`config.mk`:
```
export PLATFORM = sky130hd
export DESIGN_NAME = mem_access_ctrl
export DESIGN_NICKNAME = d
export VERILOG_FILES = /design/src/rtl/mem_access_ctrl.sv
export SDC_FILE = /design/constraint.sdc
export NUM_CORES = 1
export LEC_CHECK = 0
export BUFFER_PORTS_ARGS = -buffer_cell sky130_fd_sc_hd__buf_2
export CAP_MARGIN = 20
export CORE_MARGIN = 5
export CORE_UTILIZATION = 55
export CTS_BUF_LIST = sky130_fd_sc_hd__clkbuf_4
export DETAILED_ROUTE_END_ITERATION = 16
export PLACE_DENSITY = 0.95
export SLEW_MARGIN = 30
export SYNTH_ARGS = -nofsm -noshare
export SYNTH_HDL_FRONTEND = slang
export SYNTH_SLANG_ARGS = --single-unit
```
`constraint.sdc`:
```
create_clock -name clk -period 2.97 [get_ports clk]
set_input_delay 0.7425 -clock clk [delete_from_list [all_inputs] [get_ports clk]]
set_output_delay 0.7425 -clock clk [all_outputs]
set_load 0.05 [all_outputs]
```
`src/rtl/mem_access_ctrl.sv`:
```
// Load/store controller bridging a core request port to a word-wide handshaked bus.
// Optional MISALIGN_TRAP_EN: fault misaligned half/word accesses without touching the bus.
module mem_access_ctrl #(
  parameter int unsigned TIMEOUT_CYCLES = 255
) (
  input  logic        clk,
  input  logic        rst,
  input  logic        req_valid,
  output logic        req_ready,
  input  logic        req_we,
  input  logic [31:0] req_addr,
  input  logic [31:0] req_wdata,
  input  logic [1:0]  req_size,
  input  logic        req_se,
  output logic        resp_valid,
  output logic [31:0] resp_rdata,
  output logic        resp_fault,
  output logic        bus_valid,
  output logic        bus_we,
  output logic [31:0] bus_addr,
  output logic [31:0] bus_wdata,
  output logic [3:0]  bus_be,
  input  logic        bus_ready,
  input  logic [31:0] bus_rdata
);

  localparam int unsigned CntW = (TIMEOUT_CYCLES > 1) ? $clog2(TIMEOUT_CYCLES) : 1;

  typedef enum logic [1:0] {StIdle, StBus, StResp} state_e;

  state_e          state_q, state_d;
  logic            we_q, se_q;
  logic [31:0]     addr_q, wdata_q;
  logic [1:0]      size_q;
  logic [CntW-1:0] cnt_q, cnt_d;
  logic [31:0]     rdata_q, rdata_d;
  logic            fault_q, fault_d;
  logic            latch;

  logic            misalign;
  logic            is_byte, is_half, timeout_hit;
  logic [4:0]      shamt;
  logic [31:0]     shifted, load_data, lanes;
  logic [3:0]      be;

`ifdef MISALIGN_TRAP_EN
  assign misalign = ((req_size == 2'b10) && req_addr[0]) ||
                    (((req_size == 2'b11) || (req_size == 2'b00)) && (req_addr[1:0] != 2'b00));
`else
  assign misalign = 1'b0;
`endif

  assign is_byte     = (size_q == 2'b01);
  assign is_half     = (size_q == 2'b10);
  assign timeout_hit = (TIMEOUT_CYCLES != 0) && (cnt_q == CntW'(TIMEOUT_CYCLES - 1));

  // Half-word ignores addr[0] and word ignores addr[1:0] when not trapping.
  always_comb begin
    shamt = 5'd0;
    if (is_byte) begin
      shamt = {addr_q[1:0], 3'b000};
    end else if (is_half) begin
      shamt = {addr_q[1], 4'b0000};
    end
    shifted   = bus_rdata >> shamt;
    load_data = shifted;
    if (is_byte) begin
      load_data = {{24{se_q & shifted[7]}}, shifted[7:0]};
    end else if (is_half) begin
      load_data = {{16{se_q & shifted[15]}}, shifted[15:0]};
    end
  end

  always_comb begin
    be    = 4'b1111;
    lanes = wdata_q;
    if (we_q && is_byte) begin
      be    = 4'b0001 << addr_q[1:0];
      lanes = {4{wdata_q[7:0]}};
    end else if (we_q && is_half) begin
      be    = 4'b0011 << {addr_q[1], 1'b0};
      lanes = {2{wdata_q[15:0]}};
    end
  end

  always_comb begin
    state_d = state_q;
    cnt_d   = cnt_q;
    rdata_d = rdata_q;
    fault_d = fault_q;
    latch   = 1'b0;
    unique case (state_q)
      StIdle: begin
        if (req_valid) begin
          latch   = 1'b1;
          cnt_d   = '0;
          rdata_d = '0;
          fault_d = misalign;
          state_d = misalign ? StResp : StBus;
        end
      end
      StBus: begin
        // Completion beats a timeout that expires on the same cycle.
        if (bus_ready) begin
          rdata_d = we_q ? 32'h0 : load_data;
          fault_d = 1'b0;
          state_d = StResp;
        end else if (timeout_hit) begin
          rdata_d = '0;
          fault_d = 1'b1;
          state_d = StResp;
        end else begin
          cnt_d = cnt_q + 1'b1;
        end
      end
      StResp: state_d = StIdle;
      default: state_d = StIdle;
    endcase
  end

  always_ff @(posedge clk) begin
    if (rst) begin
      state_q <= StIdle;
      we_q    <= 1'b0;
      se_q    <= 1'b0;
      addr_q  <= '0;
      wdata_q <= '0;
      size_q  <= '0;
      cnt_q   <= '0;
      rdata_q <= '0;
      fault_q <= 1'b0;
    end else begin
      state_q <= state_d;
      cnt_q   <= cnt_d;
      rdata_q <= rdata_d;
      fault_q <= fault_d;
      if (latch) begin
        we_q    <= req_we;
        se_q    <= req_se;
        addr_q  <= req_addr;
        wdata_q <= req_wdata;
        size_q  <= req_size;
      end
    end
  end

  always_comb begin
    req_ready  = (state_q == StIdle) && !rst;
    bus_valid  = (state_q == StBus) && !rst;
    bus_we     = bus_valid & we_q;
    bus_addr   = {addr_q[31:2], 2'b00};
    bus_be     = bus_valid ? be : 4'b0000;
    bus_wdata  = bus_valid ? lanes : 32'h0;
    resp_valid = (state_q == StResp) && !rst;
    resp_rdata = resp_valid ? rdata_q : 32'h0;
    resp_fault = resp_valid & fault_q;
  end

endmodule
```
After elaboration in Yosys (flattened, before gate mapping):

Cells that the tools add are included.

* add/subtract/negate cells: 1
* equal/unequal tests: 9
* shift operators: 3
* multiplexer cells: 30
* bitwise gates (word level): 4
* reduce and logical (&&, ||, !) cells: 11

Operators by type and width (count)
* $mux W32: 10
* $pmux W32 S2: 1
* $shr A32 B5 Y32: 1
* $mux W8: 3
* $pmux W8 S2: 1
* $mux W4: 3
* $mux W5: 2
* $add A8 B1 Y8 const B: 1
* $eq A8 B8 Y1 const B: 1
* $mux W2: 3
* $ne A2 B2 Y1 const B: 3
* $logic_and A1 B1 Y1: 5
* $mux W1: 5
* $and A1 B1 Y1: 4
* $eq A2 B1 Y1 const B: 2
* $eq A2 B2 Y1 const B: 2
* $pmux W2 S2: 1
* $reduce_and A4 Y1: 1
* $shl A1 B2 Y4 const A: 1
* $shl A2 B2 Y4 const A: 1
* $ne A3 B3 Y1 const B: 1
* $reduce_and A3 Y1: 1
* $logic_not A2 Y1: 1
* $pmux W1 S2: 1
* 3 further kinds: 3

* register bits: 111
* bits of input ports: 104
* output and inout port bits: 105
* word-level logic and storage cells: 67

Logic depth before layout (Yosys ltp):

Gate-level depths: netlist (run 1).

* depth in word-level cells: 10
* mapped depth: 8
* mapped depth without buffers: 7

Worst setup path after synthesis (run 1):

Ideal clock, no wire load.

* kind: input to output
* start point: in rst
* end point: out resp_rdata[22]
* arrival: 2455 ps
* required time: 2227 ps
* setup slack: -228 ps
* cell stages on the path: 4
* path buffers: 2
* cells stage by stage: clkbuf_1 -> nor3b_1 -> clkbuf_1 -> and2_1

* cells in the longest elaborated chain, start to end: 3

RTL lines
* start: declaration: line 7 `input logic rst,`
* $logic_not A1 Y1: line 154 `resp_valid = (state_q == StResp) && !rst;`
* $logic_and A1 B1 Y1: line 154
* net resp_valid: line 15 `output logic resp_valid,`
* $mux W32: line 155 `resp_rdata = resp_valid ? rdata_q : 32'h0;`
* end: declaration: line 16 `output logic [31:0] resp_rdata,`

The timed path passes the listed nets, and every way through them passes these cells.

Final worst setup path (run 1):

* start point: reg size_q[0]
* end point: out bus_wdata[14]

* cells in the longest elaborated chain, start to end: 4

RTL lines
* start: declaration: line 34 `logic [1:0] size_q;`
* start signal: assignment: line 142 `size_q <= req_size;`
* $eq A2 B1 Y1: line 53 `assign is_byte = (size_q == 2'b01);`
* $logic_and A1 B1 Y1: line 77 `if (we_q && is_byte) begin`
* $mux W32: line 77
* $mux W32: line 153 `bus_wdata = bus_valid ? lanes : 32'h0;`
* end: declaration: line 21 `output logic [31:0] bus_wdata,`

No other way between the ends.

==> flow_summary.toml, run 1 <==
[synthesis]
synth.area.mux_share_pct = 4.74
synth-edff-count = 0
ys_warn_count = 0
netlist_area_mm2 = 0.00549
synth_fa_ha_area_share_pct = 0.456
yosys-top-cells-count = "nand2_1, dfxtp_1, a21oi_1"
avgSynthCellArea_um2 = 8.04
synth_seq_cells = 111
synth_xor_area_share_pct = 1.12
yosys.area_share.simple_pct = 23.7
synth_seq_area_share_pct = 40.5
ys.flop_type = "dfxtp_1"
synthArstFlopShare_pct = 0
synth_top_area_cell = "dfxtp_1"
synthCells = 683
ys_top_cells_by_area = "dfxtp_1, nand2_1, a21oi_1"
yosysMostFrequentCell = "nand2_1"
synth_top_area_share_pct = 40.5
synth_top_family_by_area = "simple AND/OR/NAND/NOR gates"
ys_types = 48
synth-compound-area-share_pct = 20.7

[cts]
clock_latency_ns = 0.46
clk_path_buf_depth = 2
postCtsHoldBufs = 0
root_buffer = "clkbuf_4"
cts_tree = "yes"
clock_sinks = 111
htree_levels = 3
post_cts_buffers = 0
clkTransAtPathRegs_ns = 0.17
numCtsBuffers = 9

[place]
placed_area_mm2 = 0.00641
port_buffers = 206
globalplace.congestion = 0.911
dp_hpwl_um = 12300
pre_cts_ws_ns = 0.175

[finish]
drive_gt1_share_pct = 32.0
register_area_mm2 = 0.00222
design_area_mm2 = 0.00656
syn2layout_area_growth_pct = 19.4
final_nets = 945
nFillCells = 803
multi_input_area_mm2 = 0.00282

[critical_path]
cp_slowest_cell = "dfxtp_2"
critPathCaptureType = "primary output"
worstRegToRegCells = 6
path_class = "flop to primary output"
critical_path.max_fanout = 9
required_ns = 2.23
cp-start-kind = "flop"
cp.arrival_ns = 2.09
reg2reg_slack_ns = 0.88
rr_startpoint = "size_q[0]"
slowest_delay_ns = 0.46
rr_endpoint = "rdata_q[18]"
path_cells = "buf_4 -> nand2_1 -> nor2_2 -> buf_4 -> nand2_1 -> a21oi_1 -> buf_2"

[power]
comb_power_share_pct = 20.8
sw_frac_of_total_pct = 33.3
p_sw_w = 0.000979
clock_power_share_pct = 23.8
p_per_area_mw_per_mm2 = 448
leakage_nw = 2.96
peakVddDrop_v = 0.000335
internal_power_w = 0.00196
seqPwrFrac_pct = 55.4

[floorplan]
dieArea_mm2 = 0.0121
num_rows = 36
initial_core_util_pct = 56.2
die_w_um = 110
die_h_um = 110
ios = 209
coreArea_mm2 = 0.00977

[global_route]
grt_overflow = 0
antenna_found_initial = 1
grt_use_total_pct = 26.8
grt_pass1_vias = 5274
grt_pass1_wl_um = 25500
grt_max_degree = 50

[route]
wl_um = 16400
via_per_inst = 5.69
drtIter0Drc = 333
drt_pass1_iterations = 7
antenna_left = 0
post_drt_wl_per_cell_um = 16.8
via_count = 5560
drcViolationCount = 0

[sta]
slew-limit-headroom_pct = 57.9
finalMaxSlewViolations = 0
max_freq_mhz = 353
setup_ws_ns = 0.138
clock_skew_ns = 0.0129
min_period_ns = 2.83
period_share_pct = 95.4
whs_ns = 0.462
final-hold-violation-count = 0
finalSetupViolCount = 0
worst_slew_pin_slew_ns = 0.630
setup_tns_ns = 0
rsz0062_at_grt = "no"

[min_path]
whs_endpoint = "addr_q[16]"
hp-class = "flop to flop"
hp-start = "addr_q[16]"
hold_depth = 2

[status]
status = "finished clean"

[run]
maxCapViolCount = 0
## sequential cells by signal (all words and copies together), names as in the netlist
name,cells
we_q,1
addr_q,32
fault_q,1
wdata_q,32
rdata_q,32
cnt_q,8
se_q,1
size_q,2
state_q,2
## repair_timing
action | in CTS | in global routing
endpoints found under the setup margin | 16 | 26
hold endpoints to repair | 0 | 0
gates resized for setup | 3 | 11
## kinds of logic after synthesis
| family | Yosys count |
|---|---|
| multiplexers | 17 |
| AND/OR/NAND/NOR | 286 |
| buffers and inverters | 88 |
| XOR/XNOR | 7 |
| AO/OA/AOI/OAI | 171 |
| other | 1 |
| adder cells (fa/ha/maj) | 2 |
| flip-flops | 111 |
## power by group through the flow
| stage | Sequential (W) | Combinational (W) | Clock [W] |
|---|---|---|---|
| after floorplan | 0.00163 | 0.000462 | 0 |
| after global placement | 0.00166 | 0.000593 | 0 |
| after detailed placement | 0.00166 | 0.000605 | 0 |
| after CTS | 0.00163 | 0.000606 | 0.000714 |
| after global routing | 0.00164 | 0.000661 | 0.000765 |
| final | 0.00163 | 0.000610 | 0.000700 |
## routing by layer
metal	GRT usage, %	vias to the layer above	share of wire [%]
met5	0	-	0
met1	30.6	2541	36
met3	8.46	62	12
met4	12.7	0	4.4
li1	-	2606	-
met2	45.2	351	48
## how the worst max path moves through the flow
stage,start,endpoint,slack [ns]
floorplan,rst,resp_rdata[22],0.02
global placement,rst,bus_wdata[29],0.21
detailed placement,rst,bus_wdata[29],0.18
CTS,state_q[0],bus_wdata[29],0.04
global route,size_q[1],bus_wdata[29],0.002
finish,size_q[0],bus_wdata[14],0.14
## area by class of cell
| class | count | area share, % |
|---|---|---|
| Antenna cell | 1 | 0.0382 |
| Multi-Input combinational cell | 485 | 43.0 |
| Sequential cell | 111 | 33.9 |
| Clock buffer | 10 | 1.15 |
| Clock inverter | 5 | 0.630 |
| Timing Repair Buffer | 226 | 18.3 |
| Tap cell | 133 | 2.54 |
| Inverter | 6 | 0.382 |
## worst max-delay path: cells and delay by family, from the launching register on
kind | cells | cell delay, ns
simple gates | 3 | 0.38
flops | 1 | 0.46
compound gates | 1 | 0.14
buf+inv | 3 | 0.65
## layout by cell type, fill, tap and decap left out, types with 3 or more instances in the layout
master	netlist	routed
buf_2	3	203
o21ai_1	1	3
a21oi_1	99	99
o2bb2ai_1	15	15
nor3_1	9	9
nand2_1	177	175
nor2_1	27	25
o221ai_1	7	7
nand2b_1	10	10
and3_1	3	3
and2_1	44	42
xor2_1	7	7
clkbuf_4	0	13
inv_1	5	5
mux4_2	7	7
dfxtp_1	111	109
o22a_1	17	17
mux2i_1	8	8
buf_4	33	19
a22o_1	15	15
nand3_1	3	3
nand4_1	3	3
## through the flow
step	total power (W)	util [%]	std cells
6_report	0.00294	67.1	977
5_1_grt	0.00307	67.1	977
4_1_cts	0.00295	66.8	976
3_5_place_dp	0.00226	65.6	961
3_3_place_gp	0.00225	65.6	961
2_1_floorplan	0.00209	-	684
No activity file was read; power rests on OpenSTA's default activity.
==> run 2, diff against run 1 <==
--- a/config.mk
+++ b/config.mk
@@ -11,6 +11,7 @@
 export CORE_UTILIZATION = 55
 export CTS_BUF_LIST = sky130_fd_sc_hd__clkbuf_4
 export DETAILED_ROUTE_END_ITERATION = 16
+export GPL_TIMING_DRIVEN = 0
 export PLACE_DENSITY = 0.95
 export SLEW_MARGIN = 30
 export SYNTH_ARGS = -nofsm -noshare
==> run 2 against run 1 <==
  * Fmax shrank 2.3%
  * First-iteration DRC count up 7.8%
  * Via count up 2.2%
  * Worst hold slack improved by 0.0050 ns
  * Worst setup slack got worse by 0.066 ns
  * Non-clock buffer count up 63
  * Sequential cell count stayed put
  * Largest power group unchanged
  * Critical endpoint is now bus_wdata[28]
  * Total power grew 2.2%
  * Die area unchanged
  * Sequential share of layout area is 1.9 points lower
  * Sequential power barely moved
  * Routed wire length rose by 3.8%
==> flow_summary.toml, run 2 (synthesized netlist as in run 1, its figures left out) <==
[critical_path]
cp-start-kind = "flop"
rr_endpoint = "rdata_q[23]"
worstRegToRegCells = 8
required_ns = 2.23
reg2reg_slack_ns = 0.77
path_class = "flop to primary output"
rr_startpoint = "cnt_q[0]"
critical_path.max_fanout = 10
cp.arrival_ns = 2.16
critPathCaptureType = "primary output"

[cts]
numCtsBuffers = 9
clock_sinks = 111
root_buffer = "clkbuf_4"
clk_path_buf_depth = 2
cts_tree = "yes"
clkTransAtPathRegs_ns = 0.18
clock_latency_ns = 0.47
htree_levels = 3

[global_route]
grt_overflow = 0
grt_pass1_vias = 5386
grt_pass1_wl_um = 26100
grt_max_degree = 20
grt_use_total_pct = 27.8
antenna_found_initial = 1

[power]
power.total_w = 0.00300
leakage_nw = 3.19
peakVddDrop_v = 0.000386
p_per_area_mw_per_mm2 = 432

[sta]
finalMaxSlewViolations = 0
slew-limit-headroom_pct = 51.9
final-hold-violation-count = 0
setup_ws_ns = 0.0713
whs_ns = 0.467
rsz0062_at_grt = "yes"
min_period_ns = 2.90
finalSetupViolCount = 0
clock_skew_ns = 0.0172
setup_tns_ns = 0
period_share_pct = 97.6
max_freq_mhz = 345
worst_slew_pin_slew_ns = 0.718

[floorplan]
initial_core_util_pct = 56.2
die_w_um = 110
die_h_um = 110
coreArea_mm2 = 0.00977
ios = 209
dieArea_mm2 = 0.0121
num_rows = 36

[status]
status = "finished clean"

[finish]
reg_top3 = "addr_q x32, rdata_q x32, wdata_q x32"
final_nets = 1008
syn2layout_area_growth_pct = 26.6
finish.utilization_pct = 71.1
layout_common_cells = "buf_2, nand2_1, dfxtp_1, a21oi_1, buf_4"
drive_gt1_share_pct = 33.7
final_common_cell = "buf_2"
nFillCells = 767

[route]
via_count = 5682
drt_pass1_iterations = 5
drcViolationCount = 0
post_drt_wl_per_cell_um = 16.4
wl_um = 17000
antenna_left = 0
drtIter0Drc = 359
via_per_inst = 5.46

[place]
pre_cts_ws_ns = -0.294
globalplace.congestion = 0.860
dp_hpwl_um = 13100
port_buffers = 206

[min_path]
hp-start = "addr_q[9]"
hp-class = "flop to flop"
whs_endpoint = "addr_q[9]"
hold_depth = 2

[run]
maxCapViolCount = 0
==> run 2: changes by cell type in the layout (fill, tap and decap cells not counted), moves of 3 or more <==
| cell | previous run | this run |
|---|---|---|
| buf_2 | 203 | 199 |
| buf_4 | 19 | 48 |
| buf_6 | 0 | 3 |
| clkbuf_1 | 0 | 26 |
| clkbuf_2 | 0 | 8 |
==> run 2: final cells by class <==
type	instances	area, um2	area share [%]
flip-flops and latches	111	2220	32.0
diodes	1	2.50	0.0360
plain buffers	79	477	6.85
clock buffers	9	67.6	0.972
multi-input cells	485	2850	40.9
inverters	6	22.5	0.324
clock inverters	7	55.1	0.792
well taps	133	166	2.39
repair buffers	210	1090	15.7
==> run 2: what timing repair did <==
action,in CTS,in global routing
endpoints found under the setup margin,67,57
endpoints found under the hold margin,0,0
hold buffers,0,0
gates resized for setup,26,25
buffers inserted,3,1
pin swaps,3,0
==> run 2: worst max-delay path: stages, from the launching register on <==
cell      delay [ns]
dfxtp_1         0.35
buf_4           0.18
clkbuf_2        0.26
o21a_2          0.24
o221ai_1        0.13
a21oi_1         0.21
buf_2           0.32
==> run 2: routing by layer <==
layer	up-vias	share of wire, %	GRT usage, %
met5	-	0	0
met4	0	3.6	11.0
met3	48	12	10.3
met2	324	48	47.4
met1	2580	37	31.3
li1	2730	-	-
==> run 2: how the worst max path moves through the flow <==
stage | startpoint | end | slack, ns | depth (start not counted)
after global placement | rst | resp_rdata[7] | -0.58 | 6
after global routing | size_q[0] | bus_be[0] | -0.05 | 7
after floorplan | rst | resp_rdata[22] | 0.02 | 4
final | size_q[0] | bus_wdata[28] | 0.07 | 6
after CTS | size_q[0] | bus_be[3] | 0.0008 | 8
after detailed placement | rst | resp_rdata[7] | -0.29 | 6
==> run 2: metrics by stage <==
stage               instances  instance area, um2
finish                   1041                6950
global route             1041                6950
CTS                      1040                6900
detailed placement       1023                6700
global placement         1023                6700
floorplan                 684                5500
==> run 2: where the power goes <==
part / internal [W] / switching [W] / total [W]
registers: 0.00157 / 0.0000569 / 0.00162
logic: 0.000244 / 0.000426 / 0.000669
clock network: 0.000186 / 0.000526 / 0.000712
